===== src/rtl/pc_fetch_ctrl.sv =====
// pc_fetch_ctrl -- program counter and next-PC selection with a circular
// return-address stack (RAS) for branch-with-link / return.
//
// Ports:
//   clk            rising-edge clock
//   reset          asynchronous, active-low reset
//   stall          freeze PC and RAS for this cycle
//   brTaken        take a branch (PC-relative)
//   uncondBr       1: use brAddr26 offset, 0: use condAddr19 offset
//   link           with a taken unconditional branch, push the return address
//   ret            load PC from the RAS top (or fall through if empty)
//   condAddr19     signed word offset, conditional branches
//   brAddr26       signed word offset, unconditional branches
//   pc             registered current PC (instruction-memory address)
//   ras_empty      RAS holds no entries
//   ras_full       RAS holds RAS_DEPTH entries
//   ras_underflow  one-cycle registered pulse after a ret on an empty RAS
//
// Optional build macro BR_STATS_EN adds the 32-bit counters br_count
// (taken branches, excluding returns) and ret_count (successful returns).
// With the macro undefined neither the ports nor the counters exist.

module pc_fetch_ctrl #(
    parameter int unsigned            ADDR_W      = 64,
    parameter int unsigned            COND_W      = 19,
    parameter int unsigned            UNCOND_W    = 26,
    parameter int unsigned            INSTR_SHIFT = 2,
    parameter int unsigned            RAS_DEPTH   = 4,
    parameter logic [ADDR_W-1:0]      RESET_PC    = '0
) (
    input  logic                clk,
    input  logic                reset,
    input  logic                stall,
    input  logic                brTaken,
    input  logic                uncondBr,
    input  logic                link,
    input  logic                ret,
    input  logic [COND_W-1:0]   condAddr19,
    input  logic [UNCOND_W-1:0] brAddr26,
    output logic [ADDR_W-1:0]   pc,
    output logic                ras_empty,
    output logic                ras_full,
    output logic                ras_underflow
`ifdef BR_STATS_EN
    ,
    output logic [31:0]         br_count,
    output logic [31:0]         ret_count
`endif
);

    localparam int unsigned PTR_W = $clog2(RAS_DEPTH);
    // One extra bit so the count can represent a completely full stack.
    localparam int unsigned CNT_W = PTR_W + 1;

    localparam logic [ADDR_W-1:0] INSTR_BYTES = {{(ADDR_W-1){1'b0}}, 1'b1} << INSTR_SHIFT;
    localparam logic [CNT_W-1:0]  DEPTH_CNT   = CNT_W'(RAS_DEPTH);
    localparam logic [PTR_W-1:0]  PTR_ONE     = {{(PTR_W-1){1'b0}}, 1'b1};
    localparam logic [CNT_W-1:0]  CNT_ONE     = {{(CNT_W-1){1'b0}}, 1'b1};

    logic [ADDR_W-1:0] pc_q, pc_d;
    logic [PTR_W-1:0]  ptr_q, ptr_d;
    logic [CNT_W-1:0]  cnt_q, cnt_d;
    logic              udf_q, udf_d;
    logic [ADDR_W-1:0] ras_mem_q [RAS_DEPTH];
    logic [ADDR_W-1:0] ras_mem_d [RAS_DEPTH];

    logic [ADDR_W-1:0] seq;
    logic [ADDR_W-1:0] cond_ext;
    logic [ADDR_W-1:0] uncond_ext;
    logic [ADDR_W-1:0] off;
    logic [ADDR_W-1:0] ras_top;
    logic              empty_w;
    logic              full_w;

    assign empty_w = (cnt_q == '0);
    assign full_w  = (cnt_q == DEPTH_CNT);

    always_comb begin
        seq        = pc_q + INSTR_BYTES;
        cond_ext   = {{(ADDR_W-COND_W){condAddr19[COND_W-1]}}, condAddr19};
        uncond_ext = {{(ADDR_W-UNCOND_W){brAddr26[UNCOND_W-1]}}, brAddr26};
        off        = (uncondBr ? uncond_ext : cond_ext) << INSTR_SHIFT;
        // The pointer addresses the next free slot, so the top is one below.
        ras_top    = ras_mem_q[ptr_q - PTR_ONE];
    end

    always_comb begin
        pc_d      = pc_q;
        ptr_d     = ptr_q;
        cnt_d     = cnt_q;
        udf_d     = 1'b0;
        ras_mem_d = ras_mem_q;

        if (!stall) begin
            if (ret) begin
                if (!empty_w) begin
                    pc_d  = ras_top;
                    ptr_d = ptr_q - PTR_ONE;
                    cnt_d = cnt_q - CNT_ONE;
                end else begin
                    pc_d  = seq;
                    udf_d = 1'b1;
                end
            end else if (brTaken) begin
                pc_d = pc_q + off;
                if (uncondBr && link) begin
                    // When full, the write lands on the oldest entry and the
                    // count saturates: the stack keeps the newest entries.
                    ras_mem_d[ptr_q] = seq;
                    ptr_d            = ptr_q + PTR_ONE;
                    cnt_d            = full_w ? cnt_q : cnt_q + CNT_ONE;
                end
            end else begin
                pc_d = seq;
            end
        end
    end

    always_ff @(posedge clk or negedge reset) begin
        if (!reset) begin
            pc_q  <= RESET_PC;
            ptr_q <= '0;
            cnt_q <= '0;
            udf_q <= 1'b0;
            for (int i = 0; i < int'(RAS_DEPTH); i++) begin
                ras_mem_q[i] <= '0;
            end
        end else begin
            pc_q      <= pc_d;
            ptr_q     <= ptr_d;
            cnt_q     <= cnt_d;
            udf_q     <= udf_d;
            ras_mem_q <= ras_mem_d;
        end
    end

    assign pc            = pc_q;
    assign ras_empty     = empty_w;
    assign ras_full      = full_w;
    assign ras_underflow = udf_q;

`ifdef BR_STATS_EN
    logic [31:0] br_cnt_q, br_cnt_d;
    logic [31:0] ret_cnt_q, ret_cnt_d;

    always_comb begin
        br_cnt_d  = br_cnt_q;
        ret_cnt_d = ret_cnt_q;
        if (!stall && brTaken && !ret) begin
            br_cnt_d = br_cnt_q + 32'd1;
        end
        if (!stall && ret && !empty_w) begin
            ret_cnt_d = ret_cnt_q + 32'd1;
        end
    end

    always_ff @(posedge clk or negedge reset) begin
        if (!reset) begin
            br_cnt_q  <= '0;
            ret_cnt_q <= '0;
        end else begin
            br_cnt_q  <= br_cnt_d;
            ret_cnt_q <= ret_cnt_d;
        end
    end

    assign br_count  = br_cnt_q;
    assign ret_count = ret_cnt_q;
`endif

endmodule


===== config.mk =====
export PLATFORM = sky130hd
export DESIGN_NAME = pc_fetch_ctrl
export DESIGN_NICKNAME = d
export VERILOG_FILES = /design/src/rtl/pc_fetch_ctrl.sv
export SDC_FILE = /design/constraint.sdc
export NUM_CORES = 1
export LEC_CHECK = 0
export CAP_MARGIN = 20
export CORE_MARGIN = 10
export CORE_UTILIZATION = 55
export CTS_CLUSTER_DIAMETER = 50
export DETAILED_ROUTE_END_ITERATION = 8
export PLACE_DENSITY = 0.75
export SYNTH_ARGS = -nofsm -noshare
export SYNTH_HDL_FRONTEND = slang
export SYNTH_SLANG_ARGS = --single-unit

===== constraint.sdc =====
create_clock -name clk -period 4 [get_ports clk]
set_input_delay 0.6 -clock clk [delete_from_list [all_inputs] [get_ports clk]]
set_output_delay 0.6 -clock clk [all_outputs]
set_load 0.05 [all_outputs]

==> metrics.csv, run 1 <==
stage,metric,value,unit
pwr,Power Density,813.1,nW/µm²
setup_path,critical path startpoint,uncondBr,
timing,final worst slack,0.1290,ns
synthesis,Synthesized Nets,2334,
setup_path,Crit path depth,18,
clock_network,worst skew pair latency,0.54,ns
floorplan,I/O Pins,119,
floorplan,core area,35570,µm²
synthesis,Post-synth EDFFs,0,
floorplan,DIE HEIGHT,210.0,µm
floorplan,FP Rows,69,
clock_network,deepest clock path buffer count,3,
setup_path,worst r2r src,pc[3]$_DFFE_PN0N_,
detailed_routing,vias per cell,6.182,
synthesis,Seq cells post-synth,326,
setup_path,CP endpoint,pc[45]$_DFFE_PN0N_,
synthesis,cell area after synthesis,19850,µm²
timing,unrepaired setup endpoints after global routing,true,
timing,Layout Skew,0.01497,ns
timing,Final Hold Fails,0,
setup_path,WP data arrival,4.32,ns
timing,Rel. slew slack,28.02,%
finish,Area growth syn-to-layout,23.34,%
synthesis,sequential fraction of the synthesis area,41.10,%
global_route,largest net degree at the start of global routing,132,
timing,Fmax,0.2583,GHz
outcome,outcome,completed,
finish,# fillers,2757,
placement,Place WS,-0.5541,ns
setup_path,Critical Path End Type,flop,
detailed_routing,average wire per standard cell,21.20,µm
floorplan,Starting Density,55.80,%
setup_path,cells along the critical path,"clkdlybuf4s50_1, buf_12, buf_4, mux2_2, ha_1, nand4_2, buf_4, a211oi_2, nor2_2, a311oi_2, a21oi_2, o221ai_4, a31oi_4, buf_4, buf_4, xnor2_1, o211ai_1, o21ai_0",
detailed_routing,drt drc,0,
setup_path,worst reg2reg path depth,11,
pwr,Design Power,19.91,mW
clock_network,CTS H-tree depth,2,
synthesis,Synth Area per Inst,8.965,µm²
finish,most frequent cells in the layout,"nand2_1, o21ai_0, dfrtp_1",
clock_network,Post-CTS Hold Fix Bufs,0,
finish,layout cells sized above 1,19.02,%
detailed_routing,drt first pass iters,6,
setup_path,Worst EP required,4.44,ns
placement,Port Buffer Count,118,
clock_network,CTS tree,done,
global_route,antenna violations before repair,3,
placement,HPWL Detailed,45.06,mm
global_route,vias in the first global route,17850,
finish,Post-Layout Cell Count,2965,
setup_path,Crit path max-delay family,compound AO/OA/AOI/OAI gates,
synthesis,Ys Warns,0,
timing,final hold slack,0.1337,ns
synthesis,ys flop type,dfrtp_1,
synthesis,Netlist cell types,75,
setup_path,startpoint types,input pin,
global_route,Tot GR Track Use,27.99,%
global_route,"Remaining Overflow, GRT",0,
timing,final setup vio count,0,
timing,Final Max Slew Viols,0,
floorplan,Die X,210.0,µm
worst_hold_path,Hold Path Class,in -> async,
setup_path,crit-path max FO,9,
finish,"Design Area, Final",24480,µm²
synthesis,Post-Syn Instances,2214,
setup_path,crit-path most repeated cell,buf_4,
clock_network,"Reg clk slew, reported paths",0.06,ns
setup_path,RR Endpoint,pc[44]$_DFFE_PN0N_,
setup_path,R2R Setup Slk,0.42,ns
clock_network,CTS Buf Count,36,
detailed_routing,final wirelength,62.86,mm
clock_network,Clock Sink Count,326,
setup_path,CP max-delay cell,clkdlybuf4s50_1,
global_route,first-pass GRT wire length,99.55,mm
placement,placed standard-cell area,23060,µm²
finish,"most common cell after layout, fill and taps aside",nand2_1,
placement,Placed Cells incl. Taps,2896,
setup_path,kind of critical path,in -> reg,
synthesis,asr flop ratio synth,100.0,%
pwr,P_leak,10.87,nW
setup_path,critical path's largest stage delay,0.51,ns
timing,Tmin final,3.871,ns
timing,worst slew pin tran,1.076,ns
detailed_routing,ANT nets after route,0,
clock_network,CTS root buffer,clkbuf_16,
setup_path,critical path buffer and inverter count,6,
placement,routability-driven placement congestion ratio,0.9538,
pwr,Max VDD drop,527.0,µV
finish,nets,2596,
detailed_routing,vias post-DR,18330,
run,total of max-cap violations,0,
detailed_routing,DRT iter0 DRCs,2000,
floorplan,full die area,44090,µm²
timing,"Period Utilization, post-route",96.77,%
==> through the flow <==
stage	setup TNS (ns)	util (%)
4_1_cts	0	68.29
3_3_place_gp	-14.70	64.84
2_1_floorplan	0	-
5_1_grt	-0.1609	68.83
3_5_place_dp	-15.94	64.84
6_report	0	68.83
==> how the worst min path moves through the flow <==
stage | cells after the start | endpoint | from | slack [ns]
final | 1 | ras_mem_q[10]$_DFFE_PN0P_ | reset | 0.13
after global routing | 1 | ras_mem_q[10]$_DFFE_PN0P_ | reset | 0.21
after CTS | 1 | ras_mem_q[134]$_DFFE_PN0P_ | reset | 0.20
after detailed placement | 2 | ras_mem_q[187]$_DFFE_PN0P_ | ras_mem_q[187]$_DFFE_PN0P_ | 0.46
after global placement | 2 | ras_mem_q[107]$_DFFE_PN0P_ | ras_mem_q[107]$_DFFE_PN0P_ | 0.46
after floorplan | 0 | cnt_q[0]$_DFFE_PN0P_ | reset | 0.30
==> cells by family after synthesis <==
| family | synth area share, % |
|---|---|
| AO/OA/AOI/OAI | 20.89 |
| XOR/XNOR | 5.031 |
| adder cells (fa/ha/maj) | 4.362 |
| buffers and inverters | 3.738 |
| flip-flops | 41.10 |
| multiplexers | 9.393 |
| AND/OR/NAND/NOR | 15.49 |
==> layer usage <==
layer,routed length [µm],vias to the layer above,global-route usage [%]
li1,-,8464,-
met5,25,-,0
met1,27990,8892,41.54
met4,1476,4,7.566
met3,6380,97,6.313
met2,26990,874,40.38
==> state kept, by name, indices dropped and copies added, names as in the netlist <==
name	cells
cnt_q	3
pc	64
ptr_q	2
ras_mem_q	256
ras_underflow	1
==> cell type report <==
type                            count  area (µm²)  area share [%]
Clock inverter                     15       192.7          0.7871
Multi-Input combinational cell   1700       11170           45.64
Antenna cell                        1       2.502         0.01022
Tap cell                          461       576.8           2.356
Sequential cell                   326        8162           33.34
Inverter                           38       142.6          0.5826
Clock buffer                       50        1023           4.181
Timing Repair Buffer              374        3209           13.11
==> cell usage after synthesis (15+ instances only) <==
cell | number | area, µm²
a211oi_1 | 17 | 127.6
a21o_1 | 35 | 262.8
a21oi_1 | 116 | 580.6
a221oi_1 | 17 | 148.9
and3_1 | 25 | 156.4
buf_1 | 17 | 63.81
clkbuf_1 | 116 | 435.4
dfrtp_1 | 326 | 8158
ha_1 | 66 | 825.8
inv_1 | 36 | 135.1
mux2_2 | 34 | 382.9
mux4_2 | 64 | 1441
nand2_1 | 428 | 1607
nand3_1 | 41 | 205.2
nand4_1 | 24 | 150.1
nor2_1 | 119 | 446.7
nor3_1 | 18 | 90.09
o211ai_1 | 29 | 217.7
o21ai_0 | 385 | 1927
o21bai_1 | 15 | 112.6
xnor2_1 | 59 | 516.8
xor2_1 | 55 | 481.7
==> power by group <==
part / switching, mW / leakage [nW] / internal, mW
clock network: 1.38 / 0.600 / 2.01
logic: 6.30 / 5.94 / 4.61
registers: 1.15 / 4.33 / 4.46
==> timing repair <==
item | CTS | global route
endpoints found under the setup margin | 2 | 33
cloned | 0 | 0
resized for setup | 2 | 45
buffers inserted | 0 | 3
pin swaps | 0 | 19
Power figures use the tool's default switching activity.
==> inputs of run 2 (changes only) <==
--- a/config.mk
+++ b/config.mk
@@ -5,7 +5,6 @@
 export SDC_FILE = /design/constraint.sdc
 export NUM_CORES = 1
 export LEC_CHECK = 0
-export CAP_MARGIN = 20
 export CORE_MARGIN = 10
 export CORE_UTILIZATION = 55
 export CTS_CLUSTER_DIAMETER = 50
==> results of run 2 <==
Final layout, timing and power as in run 1 (identical DEF).
